File: config.mk
export PLATFORM = sky130hd
export DESIGN_NAME = pipeline_hazard_controller_flat
export DESIGN_NICKNAME = d
export VERILOG_FILES = /design/src/rtl/hazard_pkg.sv /design/src/rtl/pipeline_hazard_controller_if.sv /design/src/rtl/hazard_wait_timer.sv /design/src/rtl/pipeline_hazard_controller.sv /design/src/flat_wrapper.sv
export SDC_FILE = /design/constraint.sdc
export NUM_CORES = 1
export LEC_CHECK = 0
export BUFFER_PORTS_ARGS = -buffer_cell sky130_fd_sc_hd__buf_2
export CELL_PAD_IN_SITES_DETAIL_PLACEMENT = 0
export CELL_PAD_IN_SITES_GLOBAL_PLACEMENT = 1
export CORE_MARGIN = 8
export CORE_UTILIZATION = 35
export DETAILED_ROUTE_END_ITERATION = 7
export PLACE_DENSITY_LB_ADDON = 0.15
export RECOVER_POWER = 25
export REMOVE_ABC_BUFFERS = 1
export SKIP_CTS_REPAIR_TIMING = 1
export SLEW_MARGIN = 0
export SYNTH_ARGS = -nofsm -noshare
export SYNTH_HDL_FRONTEND = slang
export SYNTH_SLANG_ARGS = --single-unit
export TNS_END_PERCENT = 100
File: constraint.sdc
create_clock -name clk -period 2 [get_ports clk]
set_clock_uncertainty 0.05 [all_clocks]
set_input_delay 0.2 -clock clk [delete_from_list [all_inputs] [get_ports clk]]
set_output_delay 0.2 -clock clk [all_outputs]
set_load 0.02 [all_outputs]
File: src/rtl/hazard_pkg.sv
// Shared types for the pipeline hazard controller.
//   hazard_state_t : controller FSM state
//   reg_idx_t      : architectural register index (X0..X30, XZR)
//   XZR_IDX        : index of the zero register, never a hazard source
//   sat_inc32      : saturating 32-bit increment used by the stall counters
package hazard_pkg;

  typedef logic [4:0] reg_idx_t;

  localparam int unsigned XZR_IDX = 31;

  typedef enum logic [1:0] {
    RUN,
    LU_STALL,
    MEM_WAIT,
    FAULT
  } hazard_state_t;

  function automatic logic [31:0] sat_inc32(input logic [31:0] value);
    return (&value) ? value : value + 32'd1;
  endfunction

endpackage

File: src/rtl/pipeline_hazard_controller_if.sv
// Hazard-controller bus: pipeline observation fields in, stage controls out.
//   slave  : the hazard controller (reads ID/EX/MA fields, drives enables/bubbles)
//   master : the pipeline datapath (drives fields, consumes enables/bubbles)
// With HAZARD_PERF_COUNTERS_EN defined the bus also carries lu_stall_cnt and
// mem_stall_cnt from the controller.
interface pipeline_hazard_controller_if;
  import hazard_pkg::*;

  // ID stage
  reg_idx_t id_rn;
  reg_idx_t id_rb;
  logic     id_uses_rn;
  logic     id_uses_rb;
  logic     id_is_cbz;
  // EX stage
  reg_idx_t ex_rd;
  logic     ex_mem_read;
  logic     ex_reg_write;
  // MA stage / data memory
  logic     ma_mem_access;
  logic     dmem_ready;
  // Stage controls
  logic     pc_en;
  logic     if_id_en;
  logic     ex_ma_en;
  logic     id_ex_bubble;
  logic     wb_bubble;
  logic     stalled;
  logic     fault;
`ifdef HAZARD_PERF_COUNTERS_EN
  logic [31:0] lu_stall_cnt;
  logic [31:0] mem_stall_cnt;
`endif

`ifdef HAZARD_PERF_COUNTERS_EN
  modport slave (
    input  id_rn, id_rb, id_uses_rn, id_uses_rb, id_is_cbz,
    input  ex_rd, ex_mem_read, ex_reg_write, ma_mem_access, dmem_ready,
    output pc_en, if_id_en, ex_ma_en, id_ex_bubble, wb_bubble, stalled, fault,
    output lu_stall_cnt, mem_stall_cnt
  );
  modport master (
    output id_rn, id_rb, id_uses_rn, id_uses_rb, id_is_cbz,
    output ex_rd, ex_mem_read, ex_reg_write, ma_mem_access, dmem_ready,
    input  pc_en, if_id_en, ex_ma_en, id_ex_bubble, wb_bubble, stalled, fault,
    input  lu_stall_cnt, mem_stall_cnt
  );
`else
  modport slave (
    input  id_rn, id_rb, id_uses_rn, id_uses_rb, id_is_cbz,
    input  ex_rd, ex_mem_read, ex_reg_write, ma_mem_access, dmem_ready,
    output pc_en, if_id_en, ex_ma_en, id_ex_bubble, wb_bubble, stalled, fault
  );
  modport master (
    output id_rn, id_rb, id_uses_rn, id_uses_rb, id_is_cbz,
    output ex_rd, ex_mem_read, ex_reg_write, ma_mem_access, dmem_ready,
    input  pc_en, if_id_en, ex_ma_en, id_ex_bubble, wb_bubble, stalled, fault
  );
`endif

endinterface

File: src/rtl/hazard_wait_timer.sv
// Saturating 8-bit memory wait counter.
//   clk_i     : clock
//   rst_ni    : synchronous active-low reset
//   clr_i     : clear the count (has priority over inc_i)
//   inc_i     : count one wait cycle
//   expired_o : the increment happening this cycle reaches MAX_WAIT
module hazard_wait_timer #(
  parameter int unsigned MAX_WAIT = 16
) (
  input  logic clk_i,
  input  logic rst_ni,
  input  logic clr_i,
  input  logic inc_i,
  output logic expired_o
);

  localparam logic [8:0] Limit = 9'(MAX_WAIT);

  logic [7:0] count_q, count_d;

  always_comb begin
    count_d = count_q;
    if (clr_i) begin
      count_d = 8'd0;
    end else if (inc_i && (count_q != 8'hff)) begin
      count_d = count_q + 8'd1;
    end
  end

  // Looks one increment ahead so the FSM can leave MEM_WAIT on the edge the
  // count reaches MAX_WAIT.
  assign expired_o = ({1'b0, count_q} + 9'd1) >= Limit;

  always_ff @(posedge clk_i) begin
    if (!rst_ni) begin
      count_q <= 8'd0;
    end else begin
      count_q <= count_d;
    end
  end

endmodule

File: src/rtl/pipeline_hazard_controller.sv
// Hazard controller for the 5-stage ARM64 pipeline: detects load-use and CBZ
// operand hazards, freezes the pipeline during data-memory wait states and
// raises a sticky fault when a memory access exceeds MAX_WAIT wait cycles.
//   clk   : clock, all state on the rising edge
//   reset : synchronous active-low reset
//   bus   : pipeline_hazard_controller_if.slave (ID/EX/MA fields in, stage
//           enables, bubbles, stalled and fault out)
// Optional: define HAZARD_PERF_COUNTERS_EN to add saturating stall counters
// (lu_stall_cnt, mem_stall_cnt) on the bus.
module pipeline_hazard_controller
  import hazard_pkg::*;
#(
  parameter int unsigned MAX_WAIT = 16,
  parameter int unsigned ZERO_REG = XZR_IDX
) (
  input  logic                          clk,
  input  logic                          reset,
  pipeline_hazard_controller_if.slave   bus
);

  localparam reg_idx_t ZeroIdx = reg_idx_t'(ZERO_REG);

  hazard_state_t state_q, state_d;

  logic lu_hazard;
  logic cbz_hazard;
  logic use_hazard;
  logic mem_wait;
  logic timer_expired;
  logic lu_stall;
  logic mem_stall;
  logic in_fault;

  always_comb begin
    lu_hazard  = bus.ex_mem_read & bus.ex_reg_write & (bus.ex_rd != ZeroIdx) &
                 ((bus.id_uses_rn & (bus.id_rn == bus.ex_rd)) |
                  (bus.id_uses_rb & (bus.id_rb == bus.ex_rd)));
    // CBZ tests its operand in ID, so even an ALU result in EX is too late.
    cbz_hazard = bus.id_is_cbz & bus.ex_reg_write & (bus.ex_rd == bus.id_rb) &
                 (bus.ex_rd != ZeroIdx);
    use_hazard = lu_hazard | cbz_hazard;
    mem_wait   = bus.ma_mem_access & ~bus.dmem_ready;
  end

  always_comb begin
    state_d   = state_q;
    lu_stall  = 1'b0;
    mem_stall = 1'b0;
    in_fault  = 1'b0;
    unique case (state_q)
      // LU_STALL only marks that the previous cycle stalled; decisions are
      // made exactly as in RUN so a persisting hazard stalls again.
      RUN, LU_STALL: begin
        if (mem_wait) begin
          mem_stall = 1'b1;
          state_d   = MEM_WAIT;
        end else if (use_hazard) begin
          lu_stall = 1'b1;
          state_d  = LU_STALL;
        end else begin
          state_d = RUN;
        end
      end
      MEM_WAIT: begin
        if (!bus.dmem_ready) begin
          mem_stall = 1'b1;
          if (timer_expired) begin
            state_d = FAULT;
          end
        end else if (use_hazard) begin
          // The access completes, but a hazard held behind it must still
          // bubble before ID is allowed to advance.
          lu_stall = 1'b1;
          state_d  = LU_STALL;
        end else begin
          state_d = RUN;
        end
      end
      FAULT: begin
        in_fault = 1'b1;
      end
      default: begin
        state_d = RUN;
      end
    endcase

    // Outputs read as the idle pattern while reset is held.
    if (!reset) begin
      state_d   = RUN;
      lu_stall  = 1'b0;
      mem_stall = 1'b0;
      in_fault  = 1'b0;
    end
  end

  always_ff @(posedge clk) begin
    if (!reset) begin
      state_q <= RUN;
    end else begin
      state_q <= state_d;
    end
  end

  hazard_wait_timer #(
    .MAX_WAIT (MAX_WAIT)
  ) u_wait_timer (
    .clk_i     (clk),
    .rst_ni    (reset),
    .clr_i     (state_d != MEM_WAIT),
    .inc_i     (state_q == MEM_WAIT),
    .expired_o (timer_expired)
  );

  assign bus.pc_en        = ~(lu_stall | mem_stall | in_fault);
  assign bus.if_id_en     = ~(lu_stall | mem_stall | in_fault);
  assign bus.ex_ma_en     = ~(mem_stall | in_fault);
  assign bus.id_ex_bubble = lu_stall;
  assign bus.wb_bubble    = mem_stall | in_fault;
  assign bus.stalled      = lu_stall | mem_stall | in_fault;
  assign bus.fault        = in_fault;

`ifdef HAZARD_PERF_COUNTERS_EN
  logic [31:0] lu_cnt_q, lu_cnt_d;
  logic [31:0] mem_cnt_q, mem_cnt_d;

  always_comb begin
    lu_cnt_d  = lu_stall ? sat_inc32(lu_cnt_q) : lu_cnt_q;
    mem_cnt_d = mem_stall ? sat_inc32(mem_cnt_q) : mem_cnt_q;
  end

  always_ff @(posedge clk) begin
    if (!reset) begin
      lu_cnt_q  <= 32'd0;
      mem_cnt_q <= 32'd0;
    end else begin
      lu_cnt_q  <= lu_cnt_d;
      mem_cnt_q <= mem_cnt_d;
    end
  end

  assign bus.lu_stall_cnt  = lu_cnt_q;
  assign bus.mem_stall_cnt = mem_cnt_q;
`endif

endmodule

File: src/flat_wrapper.sv
// flat-port wrapper written by rule: the top's interface ports become plain ports
module pipeline_hazard_controller_flat import hazard_pkg::*;
#(
  parameter int unsigned MAX_WAIT = 16,
  parameter int unsigned ZERO_REG = XZR_IDX
)
  (clk, reset, bus_id_rn, bus_id_rb, bus_id_uses_rn, bus_id_uses_rb, bus_id_is_cbz, bus_ex_rd, bus_ex_mem_read, bus_ex_reg_write, bus_ma_mem_access, bus_dmem_ready, bus_pc_en, bus_if_id_en, bus_ex_ma_en, bus_id_ex_bubble, bus_wb_bubble, bus_stalled, bus_fault);
  pipeline_hazard_controller_if bus_i ();
  input  logic clk;
  input  logic reset;
  input wire logic [$bits(bus_i.id_rn)-1:0] bus_id_rn;
  input wire logic [$bits(bus_i.id_rb)-1:0] bus_id_rb;
  input wire logic [$bits(bus_i.id_uses_rn)-1:0] bus_id_uses_rn;
  input wire logic [$bits(bus_i.id_uses_rb)-1:0] bus_id_uses_rb;
  input wire logic [$bits(bus_i.id_is_cbz)-1:0] bus_id_is_cbz;
  input wire logic [$bits(bus_i.ex_rd)-1:0] bus_ex_rd;
  input wire logic [$bits(bus_i.ex_mem_read)-1:0] bus_ex_mem_read;
  input wire logic [$bits(bus_i.ex_reg_write)-1:0] bus_ex_reg_write;
  input wire logic [$bits(bus_i.ma_mem_access)-1:0] bus_ma_mem_access;
  input wire logic [$bits(bus_i.dmem_ready)-1:0] bus_dmem_ready;
  output wire logic [$bits(bus_i.pc_en)-1:0] bus_pc_en;
  output wire logic [$bits(bus_i.if_id_en)-1:0] bus_if_id_en;
  output wire logic [$bits(bus_i.ex_ma_en)-1:0] bus_ex_ma_en;
  output wire logic [$bits(bus_i.id_ex_bubble)-1:0] bus_id_ex_bubble;
  output wire logic [$bits(bus_i.wb_bubble)-1:0] bus_wb_bubble;
  output wire logic [$bits(bus_i.stalled)-1:0] bus_stalled;
  output wire logic [$bits(bus_i.fault)-1:0] bus_fault;
  assign bus_i.id_rn = bus_id_rn;
  assign bus_i.id_rb = bus_id_rb;
  assign bus_i.id_uses_rn = bus_id_uses_rn;
  assign bus_i.id_uses_rb = bus_id_uses_rb;
  assign bus_i.id_is_cbz = bus_id_is_cbz;
  assign bus_i.ex_rd = bus_ex_rd;
  assign bus_i.ex_mem_read = bus_ex_mem_read;
  assign bus_i.ex_reg_write = bus_ex_reg_write;
  assign bus_i.ma_mem_access = bus_ma_mem_access;
  assign bus_i.dmem_ready = bus_dmem_ready;
  assign bus_pc_en = bus_i.pc_en;
  assign bus_if_id_en = bus_i.if_id_en;
  assign bus_ex_ma_en = bus_i.ex_ma_en;
  assign bus_id_ex_bubble = bus_i.id_ex_bubble;
  assign bus_wb_bubble = bus_i.wb_bubble;
  assign bus_stalled = bus_i.stalled;
  assign bus_fault = bus_i.fault;
  pipeline_hazard_controller #(.MAX_WAIT(MAX_WAIT), .ZERO_REG(ZERO_REG)) u_core (.clk(clk), .reset(reset), .bus(bus_i));
endmodule
# [After elaboration in Yosys (flattened, before gate mapping)]
# Index checks and enable logic that the tools add are counted.
[totals] register_bits=10 latch_bits=0 ramBits=0 romBits=0 in_bits=24 output_inout_bits=7 wordCells=53 n_memories=0
[op_classes] n_addsub=2 multipliers=0 div=0 order_cmp=1 n_eq_ne=9 n_shift=0 mux=17 n_bitwise=18 reduce_logical=4
[op_table] op="equality test 5 bit" n=3
[op_table] op="two-way mux 1 bit" n=10
[op_table] op="adder 8 x 1 -> 9 bit (second input constant)" n=1
[op_table] op="AND 1 bit" n=9
[op_table] op=">= comparator 9 x 5 -> 1 bit (second input constant)" n=1
[op_table] op="adder 8 x 1 -> 8 bit (second input constant)" n=1
[op_table] op="two-way mux 2 bit" n=4
[op_table] op="inequality test 8 bit (second input constant)" n=1
[op_table] op="inequality test 5 bit (second input constant)" n=1
[op_table] op="bitwise OR 1 bit" n=5
[op_table] op="equality test 2 bit (second input constant)" n=2
[op_table] op="NOT 1 bit" n=4
[op_table] op="one-hot mux 1 bit (2 select lines)" n=2
[op_table] op="one-hot mux 2 bit (2 select lines)" n=1
[op_table] op="OR reduction 2 bit" n=2
[op_table] op="equality test 2 x 1 -> 1 bit (second input constant)" n=1
[op_table] op="zero test 2 bit" n=1
[op_table] op="inequality test 2 bit (second input constant)" n=1
[op_table] op="logical AND 1 bit" n=1

# [Depth between registers and ports, before layout]
# Gate-level depths: netlist of run 1.
[depth] ltp_word=12 depth_mapped=5 mapped_depth_nobuf=5

# [By module]
# A second synthesis of run 1 with hierarchy kept.
[unflattened] hier_cells=100 area_unflattened_um2=789.5
[by_module_without_submodules] mod="hazard_wait_timer" n_inst=1 cells_each=52 area_each_um2=434.2 seq_area_each_um2=160.2
[by_module_without_submodules] mod="pipeline_hazard_controller" n_inst=1 cells_each=48 area_each_um2=355.3 seq_area_each_um2=40.0

# [Worst setup path after synthesis of run 1]
# OpenSTA, ideal clock, no wires.
[synth_path] path_type="register to output" start="register u_core.state_q[0]" end="output bus_pc_en" arrival_ns=1.533 required_time_ns=1.750 setup_slack_ns=0.217 stages_incl_launch_ff=6 path_buffers=1 cell_sequence="dfxtp_1 -> nand2b_1 -> a21o_1 -> and2_1 -> a21oi_1 -> buf_4"
[synth_between] elab_chain_len=7 word_cells_on_any_way=14 classes_between="eq/ne: 3; mux: 6; bitwise: 3; reduce/logical: 2"
[synth_lines] item="start: declaration" line="pipeline_hazard_controller.sv:23" source="hazard_state_t state_q, state_d;"
[synth_lines] item="start signal: assignment" line="pipeline_hazard_controller.sv:100" source="state_q <= state_d;"
[synth_lines] item="equality test 2 x 1 -> 1 bit / zero test 2 bit (equally long branches)" line="pipeline_hazard_controller.sv:50" source="unique case (state_q)"
[synth_lines] item="OR reduction 2 bit" line="pipeline_hazard_controller.sv:50"
[synth_lines] item="one-hot mux 1 bit (2 select lines)" line="pipeline_hazard_controller.sv:50"
[synth_lines] item="two-way mux 1 bit" line="pipeline_hazard_controller.sv:88" source="if (!reset) begin"
[synth_lines] item="bitwise OR 1 bit"
[synth_lines] item="bitwise OR 1 bit (*)"
[synth_lines] item="NOT 1 bit (*)"
[synth_lines] item="end: declaration" line="flat_wrapper.sv:21" source="output wire logic [$bits(bus_i.pc_en)-1:0] bus_pc_en;"
# Every way passes the cells marked *; elsewhere a longest branch is shown, timed or not.

# [Worst setup path after layout of run 1]
[layout_path] start="register u_core.u_wait_timer.count_q[0]" end="register u_core.state_q[0]"
[layout_between] elab_chain_len=6
[layout_lines] item="start: declaration" line="hazard_wait_timer.sv:19" source="logic [7:0] count_q, count_d;"
[layout_lines] item="start signal: assignment" line="hazard_wait_timer.sv:38" source="count_q <= count_d;"
[layout_lines] item="adder 8 x 1 -> 9 bit" line="hazard_wait_timer.sv:32" source="assign expired_o = ({1'b0, count_q} + 9'd1) >= Limit;"
[layout_lines] item=">= comparator 9 x 5 -> 1 bit" line="hazard_wait_timer.sv:32"
[layout_lines] item="two-way mux 2 bit" line="pipeline_hazard_controller.sv:67" source="if (timer_expired) begin"
[layout_lines] item="two-way mux 2 bit" line="pipeline_hazard_controller.sv:65" source="if (!bus.dmem_ready) begin"
[layout_lines] item="one-hot mux 2 bit (2 select lines)" line="pipeline_hazard_controller.sv:50"
[layout_lines] item="two-way mux 2 bit" line="pipeline_hazard_controller.sv:88"
# No other way between the ends.
# A chain may end at the register's enable or synchronous reset.

==> results of run 1 <==
## cell usage in the layout (no fill, tap or decap), drive strengths merged, types with 3 or more instances in the layout
master   instances
nand2            5
dfxtp           10
xnor2            7
clkbuf           6
nand4            3
and4             3
and3             3
nor2             4
a21oi            9
buf             28
nand3            5
o21ai            4
xor2             6
a2111oi          3
## worst paths after layout
kind,from,end,slack (ps),cells past startpoint
worst max-delay path,u_core.u_wait_timer.count_q[0],u_core.state_q[0],140,5
worst min-delay path,reset,u_core.state_q[1],180,2
worst max register to register,u_core.u_wait_timer.count_q[0],u_core.state_q[0],140,5
worst min register to register,u_core.u_wait_timer.count_q[5],u_core.u_wait_timer.count_q[5],530,2
## critical path, stage by stage, from the launching register on
cell and delay (ps):
dfxtp_1 400, ha_1 280, nand4_2 150, a2111oi_4 460, o21ai_2 90, a221o_1 320
## state kept, by name, summed over array words and instances (netlist names)
name                         cells
u_core.u_wait_timer.count_q      8
u_core.state_q                   2
## report_power, final
| part | leakage, uW | internal [uW] | switching [uW] |
|---|---|---|---|
| Clock | 0.0000138 | 69.6 | 69.2 |
| Sequential | 0.0000807 | 201 | 2.40 |
| Combinational | 0.000313 | 43.7 | 46.1 |
| Total | 0.000407 | 314 | 118 |
## routing by layer
layer | GRT usage (%) | up-vias | routed length (um) | part of all wire (%)
met5 | 0 | - | 0 | 0
met3 | 2.58 | 6 | 117 | 5.5
li1 | - | 422 | - | -
met2 | 17.4 | 29 | 975 | 46
met4 | 8.17 | 0 | 70 | 3.3
met1 | 11.7 | 366 | 967 | 45
## metrics by stage
stage	util, %	setup WS [ps]
floorplan	-	203
global placement	44.8	194
detailed placement	44.8	137
CTS	45.8	121
global route	45.7	32.3
finish	45.7	140
## cells by family (layout without fill, tap and decap cells)
kind of cell | Yosys count | in the layout | share of synthesized area (%)
compound gates | 27 | 27 | 26.9
flops | 10 | 10 | 23.9
fa+ha+maj | 2 | 2 | 2.98
buf+inv | 5 | 36 | 4.48
simple gates | 35 | 35 | 25.8
mux | 2 | 2 | 2.39
xor+xnor | 13 | 13 | 13.6
## layout make-up
| class | instances | area, um^2 | share of cell area (%) |
|---|---|---|---|
| clock buffers | 3 | 22.5 | 2.21 |
| inverters | 2 | 7.51 | 0.736 |
| multi-input cells | 79 | 601 | 58.9 |
| flip-flops and latches | 10 | 200 | 19.6 |
| well taps | 28 | 35.0 | 3.44 |
| repair buffers | 31 | 154 | 15.1 |
==> results.cfg, run 1 <==
[status]
status = completed

[yosys]
ys_types = 41
synth_seq_area_share_pct = 23.9
yosysMostFrequentCell = dfxtp_1
ys_ff_latch = 10
yosysWarnings = 0
synthCells = 94
synthArstFlopShare_pct = 0
netlist.top_cell.by_area = dfxtp_1
synth_top_area_share_pct = 23.9
synth_area_um2 = 838
synth_commonest_cells = dfxtp_1 (10), a21oi_1 (9), xnor2_1 (7), xor2_1 (6)
synth_area_per_cell_um2 = 8.92
synth_edf_count = 0
ys.flop_type = dfxtp_1
synth.area.top_cells = dfxtp_1 (24%), xnor2_1 (7.3%), xor2_1 (6.3%), a21oi_1 (5.4%), a2111oi_4 (3.3%)

[sta]
rsz0062_at_grt = false
tightestPinTransition_ps = 492
max_slew_margin_pct = 67.1
setup_viol = 0
fmax_mhz = 538
hold-worst-slack_ps = 182
post-route-period-util_pct = 93.0
period_minus_slack_ps = 1860
tns_ps = 0
hold_violations = 0
slew_violations = 0

[final_layout]
area_delta_synth_final_pct = 21.6
diodes = 0
fillers = 243
nets = 153
stdcell_count = 153
stdcell_area_mm2 = 0.00102
layout-drive-gt1-share_pct = 30.4

[worst_setup_path]
cp_data_arrival_time_ps = 1970
critPathLaunchType = register
end_kind = register
critPathMaxFanout = 5
crit_type = reg -> reg
worstPathRequired_ps = 2110

[drt]
antenna_left = 0
drc = 0
wl_per_cell_um = 13.9
initialDrtViolationCount = 23
drt_pass1_iterations = 4
drt-total-wl_um = 2130
vias_per_cell = 5.38
dr_total_vias = 823

[placed_design]
port-buffer-count = 30
dpl_cell_area_mm2 = 0.00100
routabilityCongestion = 0.777
place_inst = 150
dp_hpwl_um = 1760

[floorplanning]
die_w_um = 64.9
die_y_um = 64.9
rows = 17
fp.coreArea_mm2 = 0.00223
io_pins = 31
start_util_pct = 37.5
die_area_mm2 = 0.00422

[global_routing]
grt_pass1_wl_um = 3660
grt.overflow.total = 0
grt.total_usage_pct = 10.6
antenna_found_initial = 0
grt_pass1_vias = 889
grt_max_degree = 11

[clock_network]
clkSinkCount = 10
insertion_delay_ps = 270
path_clk_slew_ps = 70
h-tree-depth = 1
cts_buffers = 3
clk_path_buf_depth = 2
cts_tree = yes
root_buffer = clkbuf_4

[power]
irDropWorstVdd_uv = 247
p_total_uw = 432
power-per-cell-area_mw_per_mm2 = 423
p_leak_uw = 0.000407

[min_path]
min_path_type = in -> reg

[flow_run]
maxCapViolCount = 0
No activity file was read; power rests on OpenSTA's default activity.
==> run 2: changes to the inputs <==
ABC_AREA = 1   (was unset)
CORE_UTILIZATION = 32   (was 35)
==> results.cfg, run 2 <==
[status]
status = completed

[yosys]
synth_top_area_share_pct = 23.0
synth_area_per_cell_um2 = 6.01
synthArstFlopShare_pct = 0
synth.area.top_cells = dfxtp_1 (23%), nand2_1 (19%), inv_1 (11%), nor2_2 (8.6%), nor2_1 (6.0%)
ys_ff_latch = 10
synth_seq_area_share_pct = 23.0
synth_area_um2 = 872
yosysWarnings = 0
netlist.top_cell.by_area = dfxtp_1
yosysMostFrequentCell = nand2_1
synth_commonest_cells = nand2_1 (45), inv_1 (25), nor2_1 (14), nor2_2 (12), dfxtp_1 (10)
synth_edf_count = 0
ys_types = 21
ys.flop_type = dfxtp_1
synthCells = 145

[final_layout]
layout_commonest_cell = nand2_1
largest_registers = u_core.u_wait_timer.count_q x8, u_core.state_q x2
area_delta_synth_final_pct = 24.5
layout_common_cells = nand2_1 (45), buf_2 (27), inv_1 (25)
post-route-util_pct = 40.8
largest_reg_flops = 8
nets = 205
diodes = 0
layout-drive-gt1-share_pct = 28.7
regMostFlops = u_core.u_wait_timer.count_q

[drt]
wl_met1_um = 894
wl_met2_um = 1070
initialDrtViolationCount = 35
vias_per_cell = 4.24
drt-total-wl_um = 2040
drc = 0
top_layer_used = met3
wl_per_cell_um = 9.78
route.met3.wl_um = 79
drt_pass1_iterations = 4
dr_total_vias = 886
antenna_left = 0

[worst_setup_path]
worstPathRequired_ps = 1750
critPathMaxFanout = 4
end_kind = output pin
cpMaxStageDelayCell = dfxtp_1
path_cells = nand2_1, nand3_1, nor3b_1, nand3_1, nand2_1, inv_1, buf_2
cp_data_arrival_time_ps = 1530
crit_type = reg -> out
path_delay_family = simple AND/OR/NAND/NOR gates
critPathLaunchType = register
path_buf_inv = 2
max_stage_delay_ps = 360
ff2ff_setup_slack_ps = 240

[sta]
slew_violations = 0
hold_violations = 0
fmax_mhz = 563
setup_viol = 0
rsz0062_at_grt = false
max_slew_margin_pct = 82.5
setup_ws_ps = 223
period_minus_slack_ps = 1780
tightestPinTransition_ps = 263
tns_ps = 0
post-route-period-util_pct = 88.8
hold-worst-slack_ps = 144

[placed_design]
preCtsSetupSlack_ps = 230
dp_hpwl_um = 1790
port-buffer-count = 30
routabilityCongestion = 0.751

[global_routing]
grt_pass1_wl_um = 3390
grt.overflow.total = 0
grt_max_degree = 11
antenna_found_initial = 0
grt.total_usage_pct = 9.12
grt_pass1_vias = 899

[floorplanning]
rows = 19
start_util_pct = 32.8
fp.coreArea_mm2 = 0.00266
io_pins = 31
die_area_mm2 = 0.00465
die_y_um = 68.2
die_w_um = 68.2

[clock_network]
root_buffer = clkbuf_4
clk_path_buf_depth = 2
cts_tree = yes
insertion_delay_ps = 260
clkSinkCount = 10
cts_buffers = 3
h-tree-depth = 1
path_clk_slew_ps = 70

[power]
power-per-cell-area_mw_per_mm2 = 443
irDropWorstVdd_uv = 243
p_leak_uw = 0.000568

[min_path]
min_path_type = in -> reg

[flow_run]
maxCapViolCount = 0
==> run 2: cell count changes after synthesis, moves of 5 or more <==
cell | before | now
nor2_1 | 4 | 14
a21oi_1 | 9 | 4
nor2_2 | 0 | 12
nand2_1 | 5 | 45
xnor2_1 | 7 | 2
inv_1 | 2 | 25
==> run 2: layout make-up <==
type | instances | area (um^2)
clock buffer | 4 | 36.3
fill | 308 | 1580
inverter | 28 | 105
multi-input combinational | 106 | 559
sequential | 10 | 200
tap | 31 | 38.8
timing repair buffer | 30 | 146
==> run 2: worst min-delay path, cell delays in order <==
cell	delay (ps)
buf_2	110
inv_1	60
a21oi_1	40
==> run 2: cells by family after synthesis <==
family	Yosys count	synth area share [%]
simple gates	92	50.5
buf+inv	29	12.9
flops	10	23.0
compound gates	5	3.16
xor+xnor	5	5.02
mux	2	2.58
fa+ha+maj	2	2.87
==> run 2: path summary, 6_finish.rpt <==
| kind | from | depth (start not counted) | to |
|---|---|---|---|
| hold / removal | reset | 3 | u_core.state_q[0] |
| hold reg to reg | u_core.u_wait_timer.count_q[7] | 2 | u_core.u_wait_timer.count_q[7] |
| setup reg to reg | u_core.u_wait_timer.count_q[0] | 8 | u_core.u_wait_timer.count_q[1] |
| setup / recovery | u_core.state_q[1] | 7 | bus_if_id_en |
==> run 2: routing by layer <==
metal	global-route usage, %	up-vias
met1	9.43	362
met2	16.9	20
met5	0	-
li1	-	504
met3	1.64	0
met4	5.12	0
==> run 2: where the power goes <==
| part | internal (uW) | total [uW] | switching [uW] |
|---|---|---|---|
| clock network | 111 | 183 | 73.0 |
| registers | 201 | 203 | 2.34 |
| logic | 38.7 | 94.2 | 55.5 |
| total | 350 | 481 | 131 |
==> run 2: per-stage QoR <==
step	cells	cell area (um^2)	power, uW
after floorplan	144	865	262
after global placement	205	1050	303
after detailed placement	205	1050	304
after CTS	209	1090	487
after global routing	209	1090	506
final	209	1090	481
